`config.mk`:
```
export PLATFORM = sky130hd
export DESIGN_NAME = multiplier
export DESIGN_NICKNAME = d
export VERILOG_FILES = /design/src/rtl/multiplier_pkg.sv /design/src/rtl/multiplier.sv
export SDC_FILE = /design/constraint.sdc
export NUM_CORES = 1
export LEC_CHECK = 0
export CORE_MARGIN = 1.5
export CORE_UTILIZATION = 60
export CTS_CLUSTER_SIZE = 28
export DETAILED_ROUTE_END_ITERATION = 16
export DONT_BUFFER_PORTS = 1
export GPL_TIMING_DRIVEN = 0
export PLACE_DENSITY = 0.76
export REMOVE_ABC_BUFFERS = 1
export SYNTH_ARGS = -nofsm -noshare
export SYNTH_HDL_FRONTEND = slang
export SYNTH_SLANG_ARGS = --single-unit
```
`constraint.sdc`:
```
create_clock -name clk -period 6.94 [get_ports clk]
set_input_delay 1.388 -clock clk [delete_from_list [all_inputs] [get_ports clk]]
set_output_delay 1.388 -clock clk [all_outputs]
set_load 0.02 [all_outputs]
```
`src/rtl/multiplier_pkg.sv`:
```
`default_nettype none
// ============================================================================
//  Module      : multiplier_pkg
//  Description : Shared constants and types for the shift-add multiplier that
//                rebuilds a dividend as prod = qu * b + rem.
//                QW    - quotient (multiplicand-select) width
//                BW    - divisor / remainder width
//                PW    - product width (QW + BW)
//                CNT_W - iteration counter width
//  Revision    : 1.0 - initial release
// ============================================================================
package multiplier_pkg;

    localparam int QW    = 8;
    localparam int BW    = 4;
    localparam int PW    = QW + BW;

    // Iteration counter width for a given quotient width; never below 1 bit.
    function automatic int cnt_w(input int qw);
        return (qw > 1) ? $clog2(qw) : 1;
    endfunction

    localparam int CNT_W = cnt_w(QW);

    typedef enum logic [1:0] {
        IDLE = 2'd0,
        RUN  = 2'd1,
        DONE = 2'd2
    } state_e;

endpackage
`default_nettype wire

```
`src/rtl/multiplier.sv`:
```
`default_nettype none
// ============================================================================
//  Module      : multiplier
//  Description : Iterative shift-add multiplier, one quotient bit per clock.
//                Computes prod = qu * b + rem with a start/ready handshake.
//  Ports       : clk        - clock, rising edge
//                rst        - asynchronous, active-low reset
//                start      - request, honoured in IDLE or DONE only
//                qu, b, rem - operands, captured on an accepted start
//                busy       - high while iterating
//                ready_out  - high in DONE, prod valid
//                prod       - result, held until the next accepted start
//  Revision    : 1.0 - initial release
// ============================================================================
module multiplier
    import multiplier_pkg::*;
#(
    parameter int QW = multiplier_pkg::QW,
    parameter int BW = multiplier_pkg::BW
) (
    input  logic               clk,
    input  logic               rst,
    input  logic               start,
    input  logic [QW-1:0]      qu,
    input  logic [BW-1:0]      b,
    input  logic [BW-1:0]      rem,
    output logic               busy,
    output logic               ready_out,
    output logic [QW+BW-1:0]   prod
);

    localparam int PW_L = QW + BW;
    localparam int CW   = cnt_w(QW);

    state_e            state_q;
    logic [QW-1:0]     q_sh_q;
    logic [PW_L-1:0]   b_sh_q;
    logic [PW_L-1:0]   acc_q;
    logic [CW-1:0]     count_q;
    logic [PW_L-1:0]   acc_d;

    // One partial product per cycle. The accumulator is seeded with rem, so
    // the final sum is qu*b + rem; the width always covers the maximum.
    assign acc_d = acc_q + (q_sh_q[0] ? b_sh_q : '0);

    always_ff @(posedge clk or negedge rst) begin
        if (!rst) begin
            state_q   <= IDLE;
            q_sh_q    <= '0;
            b_sh_q    <= '0;
            acc_q     <= '0;
            count_q   <= '0;
            busy      <= 1'b0;
            ready_out <= 1'b0;
            prod      <= '0;
        end else begin
            case (state_q)
                IDLE, DONE: begin
                    if (start) begin
                        q_sh_q    <= qu;
                        b_sh_q    <= {{(PW_L-BW){1'b0}}, b};
                        acc_q     <= {{(PW_L-BW){1'b0}}, rem};
                        count_q   <= '0;
                        ready_out <= 1'b0;
                        busy      <= 1'b1;
                        state_q   <= RUN;
                    end
                end
                RUN: begin
                    acc_q   <= acc_d;
                    q_sh_q  <= {1'b0, q_sh_q[QW-1:1]};
                    b_sh_q  <= {b_sh_q[PW_L-2:0], 1'b0};
                    count_q <= count_q + CW'(1);
                    // Last iteration: publish the freshly updated sum directly
                    // so the result appears on the same edge busy falls.
                    if (count_q == CW'(QW-1)) begin
                        prod      <= acc_d;
                        ready_out <= 1'b1;
                        busy      <= 1'b0;
                        state_q   <= DONE;
                    end
                end
                default: begin
                    state_q <= IDLE;
                    busy    <= 1'b0;
                end
            endcase
        end
    end

endmodule
`default_nettype wire

```
==> impl_metrics.yaml, run 1 <==
run_status:
  outcome: "complete, no violations"
worst_setup_path:
  reg2reg_from: "state_q[0]"
  worstPathArrival_ns: 2.74
  worstSetupPathType: "flop to flop"
  crit_fanout: 19
  r2r.worst_path.cells: 3
  r2r_setup_slack_ns: 4.39
  crit_chain: "nor2b_1 -> nand2_1 -> mux2_2"
  slowest_stage: "nor2b_1"
  required_ns: 7.13
  endpoint: "prod[5]"
  r2r_end: "prod[5]"
  startpoint_type: "flop"
  slowest_delay_ns: 0.82
  cp-startpoint: "state_q[0]"
  crit_path_end_kind: "flop"
timing:
  fmax_ghz: 0.392
  setup_viol: 0
  fin_crit_sh_pct: 36.7
  fin_skew_ns: 0.00974
  max_slew.worst_pin.slew_ns: 1.01
  period_needed_ns: 2.55
  fin_setup_tns_ns: 0
  grt_setup_unrepaired: "no"
  maxSlewViolCount: 0
  hold_violations: 0
  worst_slack_ns: 4.39
  slew_headroom_pct: 32.5
route:
  first_iter_violations: 112
  antenna_left: 0
  drc: 0
  routed_via_density: 6.06
  post_drt_wl_per_cell_um: 16.3
  highest_layer: "met4"
  routed-wl-met3_um: 208
  wl_met1_mm: 2.23
  vias: 1745
  drt-total-wl_mm: 4.70
  dr_wl_met2_mm: 2.17
  drtPass1Iterations: 4
clock_network:
  cts.path.max_buffers: 2
  ctsHtreeMaxLevel: 2
  cts_tree: "yes"
  cts.clk_slew.worst_paths_ns: 0.09
  root_buffer: "clkbuf_8"
  clock-sinks: 51
  cts.repair.resized: 0
  numCtsBuffers: 5
  insertion_delay_ns: 0.31
  cts_setup_buffers: 0
  holdBufCountCts: 0
power:
  p_per_area_nw_per_um2: 552
  ir_drop_mv: 0.320
  leakagePower_nw: 1.24
cells_and_area:
  final_common_cell: "dfrtp_1"
  drive_gt1_share_pct: 8.82
  syn_to_final_growth_pct: 4.48
  antennaDiodeCount: 0
  final_area_um2: 2630
  nets: 270
  seq_area_um2: 1280
  final_cell_mix: "dfrtp_1, nand2_1, nor2_1"
  multi_input_area_um2: 1180
  n_fill_cell: 328
synth:
  yosys_warnings: 0
  netlist_instances: 244
  syn_avg_cell_area_um2: 10.3
  synth-edff-count: 0
  ys_types: 30
  synth-main-ff-cell: "dfrtp_1"
  synth_area_um2: 2510
  synth-async-reset-ratio_pct: 100
  ys_ff_latch: 51
  seq_area_frac_synth_pct: 50.8
grt:
  grt_pass1_wl_mm: 8.00
  overflow: 0
  antenna_found_initial: 0
  grt.total_usage_pct: 23.8
  grt_max_degree: 52
  grt_pass1_vias: 1736
place:
  finalWeightedCongestion: 0.910
  pre_cts_ws_ns: 4.12
  port_buffers: 0
  place_area_um2: 2530
  dp_hpwl_mm: 3.25
die:
  num_io_pins: 33
  fp.coreArea_um2: 4000
  initial_utilization_pct: 62.8
  dieArea_um2: 4590
  die_y_um: 67.7
  rows: 23
  dieWidth_um: 67.7
hold_path:
  hold_path.class: "flop to flop"
flow_run:
  maxCapViolations: 0
-- worst min path at each step --
stage	startpoint	end	cells past startpoint
floorplan	acc_q[10]	acc_q[10]	2
global placement	acc_q[9]	acc_q[9]	2
detailed placement	count_q[1]	count_q[1]	1
CTS	acc_q[10]	acc_q[10]	2
global route	q_sh_q[6]	q_sh_q[6]	2
finish	acc_q[10]	acc_q[10]	2
-- critical path, delay by kind of cell (launching register included) --
family,cells,cell delay [ns]
flip-flops,1,0.42
multiplexers,1,0.47
AND/OR/NAND/NOR,2,1.54
-- layout make-up --
| class | instances | share of cell area [%] |
|---|---|---|
| inverters | 1 | 0.143 |
| well taps | 50 | 2.38 |
| multi-input cells | 177 | 44.8 |
| flip-flops and latches | 51 | 48.6 |
| repair buffers | 1 | 0.286 |
| clock buffers | 8 | 3.81 |
-- routing by layer --
layer / GRT usage, % / vias up
met5: 0 / -
met4: 7.40 / 0
met3: 6.50 / 13
met2: 36.8 / 44
met1: 32.8 / 843
li1: - / 845
-- power by group --
part	internal (W)	total [W]	switching (W)	leakage [nW]
Sequential	0.000439	0.000581	0.000143	0.627
Combinational	0.000303	0.000682	0.000379	0.559
Clock	0.0000912	0.000187	0.0000958	0.0515
-- through the flow --
stage               instances  utilization [%]  hold WS, ns  total power (W)
floorplan                 229                -        0.456          0.00111
global placement          279             63.0        0.475          0.00123
finish                    288             65.7        0.504          0.00145
global route              288             65.7        0.526          0.00158
CTS                       288             65.7        0.508          0.00145
detailed placement        280             63.2        0.486          0.00127
-- Yosys cell counts (2+ instances only) --
| cell type | number | area, um2 |
|---|---|---|
| o211ai_2 | 2 | 25.0 |
| a21o_1 | 6 | 45.0 |
| ha_1 | 13 | 163 |
| and3_1 | 2 | 12.5 |
| xnor2_1 | 6 | 52.6 |
| xor2_1 | 4 | 35.0 |
| a22o_1 | 15 | 131 |
| and2_1 | 11 | 68.8 |
| a31o_2 | 2 | 17.5 |
| a31oi_1 | 5 | 31.3 |
| o21ai_0 | 14 | 70.1 |
| nor2b_1 | 3 | 18.8 |
| nand2_1 | 29 | 109 |
| a21oi_1 | 8 | 40.0 |
| o31ai_1 | 2 | 15.0 |
| clkbuf_1 | 14 | 52.6 |
| mux2_2 | 7 | 78.8 |
| nand2b_1 | 2 | 12.5 |
| dfrtp_1 | 51 | 1280 |
| nor2_1 | 28 | 105 |
| nand4_1 | 2 | 12.5 |
| o22ai_1 | 10 | 62.6 |
-- logic make-up after synthesis --
family | share of synthesized area [%]
fa+ha+maj | 7.27
compound gates | 18.6
xor+xnor | 3.48
buf+inv | 2.44
mux | 3.14
flops | 50.8
simple gates | 14.3
-- flip-flops by register name, summed over array words and instances (netlist names) --
name       flops
acc_q         12
b_sh_q        12
prod          12
q_sh_q         8
count_q        3
state_q        2
busy           1
ready_out      1
Power figures use the tool's default switching activity.
==> inputs of run 2 (changes only) <==
clock period = 2.7 ns   (was 6.94 ns; I/O delays follow)
==> run 2 against run 1 <==
  * Die area unchanged
  * Utilization up 0.78 points
  * Via count up 0.69%
  * Wire length up 4.3%
  * Largest cell class unchanged
==> impl_metrics.yaml, run 2 (synthesized netlist as in run 1, its figures left out) <==
route:
  routed_via_density: 6.08
  drt-total-wl_mm: 4.91
  antenna_left: 0
  first_iter_violations: 74
  drc: 0
  drtPass1Iterations: 4
  vias: 1757
  post_drt_wl_per_cell_um: 17.0
timing:
  fin_setup_tns_ns: 0
  fin_crit_sh_pct: 91.1
  slew_headroom_pct: 31.9
  setup_viol: 0
  grt_setup_unrepaired: "no"
  hold_violations: 0
  max_slew.worst_pin.slew_ns: 1.02
  maxSlewViolCount: 0
  fin_skew_ns: 0.0127
  whs_ns: 0.0638
  fmax_ghz: 0.407
  period_needed_ns: 2.46
clock_network:
  root_buffer: "clkbuf_8"
  numCtsBuffers: 5
  cts.path.max_buffers: 2
  clock-sinks: 51
  insertion_delay_ns: 0.31
  cts_tree: "yes"
  cts_setup_buffers: 0
  cts.clk_slew.worst_paths_ns: 0.10
  ctsHtreeMaxLevel: 2
die:
  dieArea_um2: 4590
  rows: 23
  initial_utilization_pct: 62.8
  die_y_um: 67.7
  dieWidth_um: 67.7
  fp.coreArea_um2: 4000
  num_io_pins: 33
grt:
  grt_max_degree: 52
  grt.total_usage_pct: 24.5
  antenna_found_initial: 0
  grt_pass1_vias: 1769
  grt_pass1_wl_mm: 8.21
  overflow: 0
worst_setup_path:
  r2r_setup_slack_ns: 0.24
  endpoint: "acc_q[8]"
  startpoint_type: "flop"
  crit_fanout: 13
  worstSetupPathType: "flop to flop"
  r2r_end: "acc_q[8]"
  cp-startpoint: "q_sh_q[0]"
  r2r.worst_path.cells: 8
  crit_path_end_kind: "flop"
  worstPathArrival_ns: 2.61
  reg2reg_from: "q_sh_q[0]"
  required_ns: 2.85
cells_and_area:
  reg_top3: "acc_q (12), b_sh_q (12), prod (12)"
  nets: 271
  n_fill_cell: 323
  syn_to_final_growth_pct: 5.72
  antennaDiodeCount: 0
  final_cells: 289
  final_cell_mix: "dfrtp_1, nand2_1, nor2_1"
  drive_gt1_share_pct: 10.0
  final_common_cell: "dfrtp_1"
place:
  port_buffers: 0
  finalWeightedCongestion: 0.910
  dp_hpwl_mm: 3.25
  dpl.cell_count: 280
flow_run:
  maxCapViolations: 0
run_status:
  outcome: "complete, no violations"
power:
  leakagePower_nw: 1.25
  ir_drop_mv: 0.807
  p_per_area_nw_per_um2: 1420
  total_power_w: 0.00378
hold_path:
  hold_path.class: "input port to async pin"
## run 2: cell count changes in the layout (fill, tap and decap cells not counted)
cell and delta:
buf_16 +1, dfrtp_1 -1, dfrtp_2 +1, nor2b_1 -1
nor2b_2 +1
## run 2: worst min path at each step
stage,start,end,cells after the start
floorplan,rst,acc_q[0],0
global placement,rst,acc_q[1],0
detailed placement,rst,acc_q[1],0
CTS,rst,prod[1],1
global route,rst,acc_q[2],1
finish,rst,acc_q[2],1
## run 2: critical path, cell delays in order (launching register included)
cell and delay (ns):
dfrtp_2 0.48, and2_1 0.17, ha_1 0.22, fa_1 0.41
a21o_1 0.22, a221oi_2 0.33, o21ai_0 0.17, xnor2_1 0.20
o21ai_0 0.10
## run 2: repair_timing
item / 4_1_cts / 5_1_grt
setup endpoints to repair: 0 / 11
gates resized for setup: 0 / 2
hold endpoints to repair: 51 / 0
hold buffers: 1 / 0
## run 2: layer usage
metal | up-vias | wire length (um) | track usage [%]
li1 | 849 | - | -
met1 | 856 | 2230 | 33.3
met2 | 43 | 2360 | 38.6
met3 | 9 | 232 | 6.33
met4 | 0 | 80 | 7.40
met5 | - | 0 | 0
## run 2: area by class of cell
class	count	area, um2	share of cell area, %
sequential	51	1280	48.1
multi-input combinational	177	1180	44.4
clock buffer	8	100	3.77
tap	50	62.6	2.35
timing repair buffer	2	35.0	1.32
inverter	1	3.75	0.141
## run 2: where the power goes
group	leakage [nW]	total, W	internal [W]	switching [W]
registers	0.626	0.00150	0.00113	0.000370
clock network	0.0515	0.000484	0.000234	0.000250
logic	0.573	0.00179	0.000786	0.00101
## run 2: per-stage QoR
stage / util [%] / cell area, um2 / setup slack (ns)
finish: 66.4 / 2660 / 0.240
global placement: 63.0 / 2520 / 0.174
detailed placement: 63.2 / 2530 / 0.133
floorplan: - / 2460 / 0.489
CTS: 66.3 / 2650 / 0.163
global route: 66.4 / 2660 / 0.0317
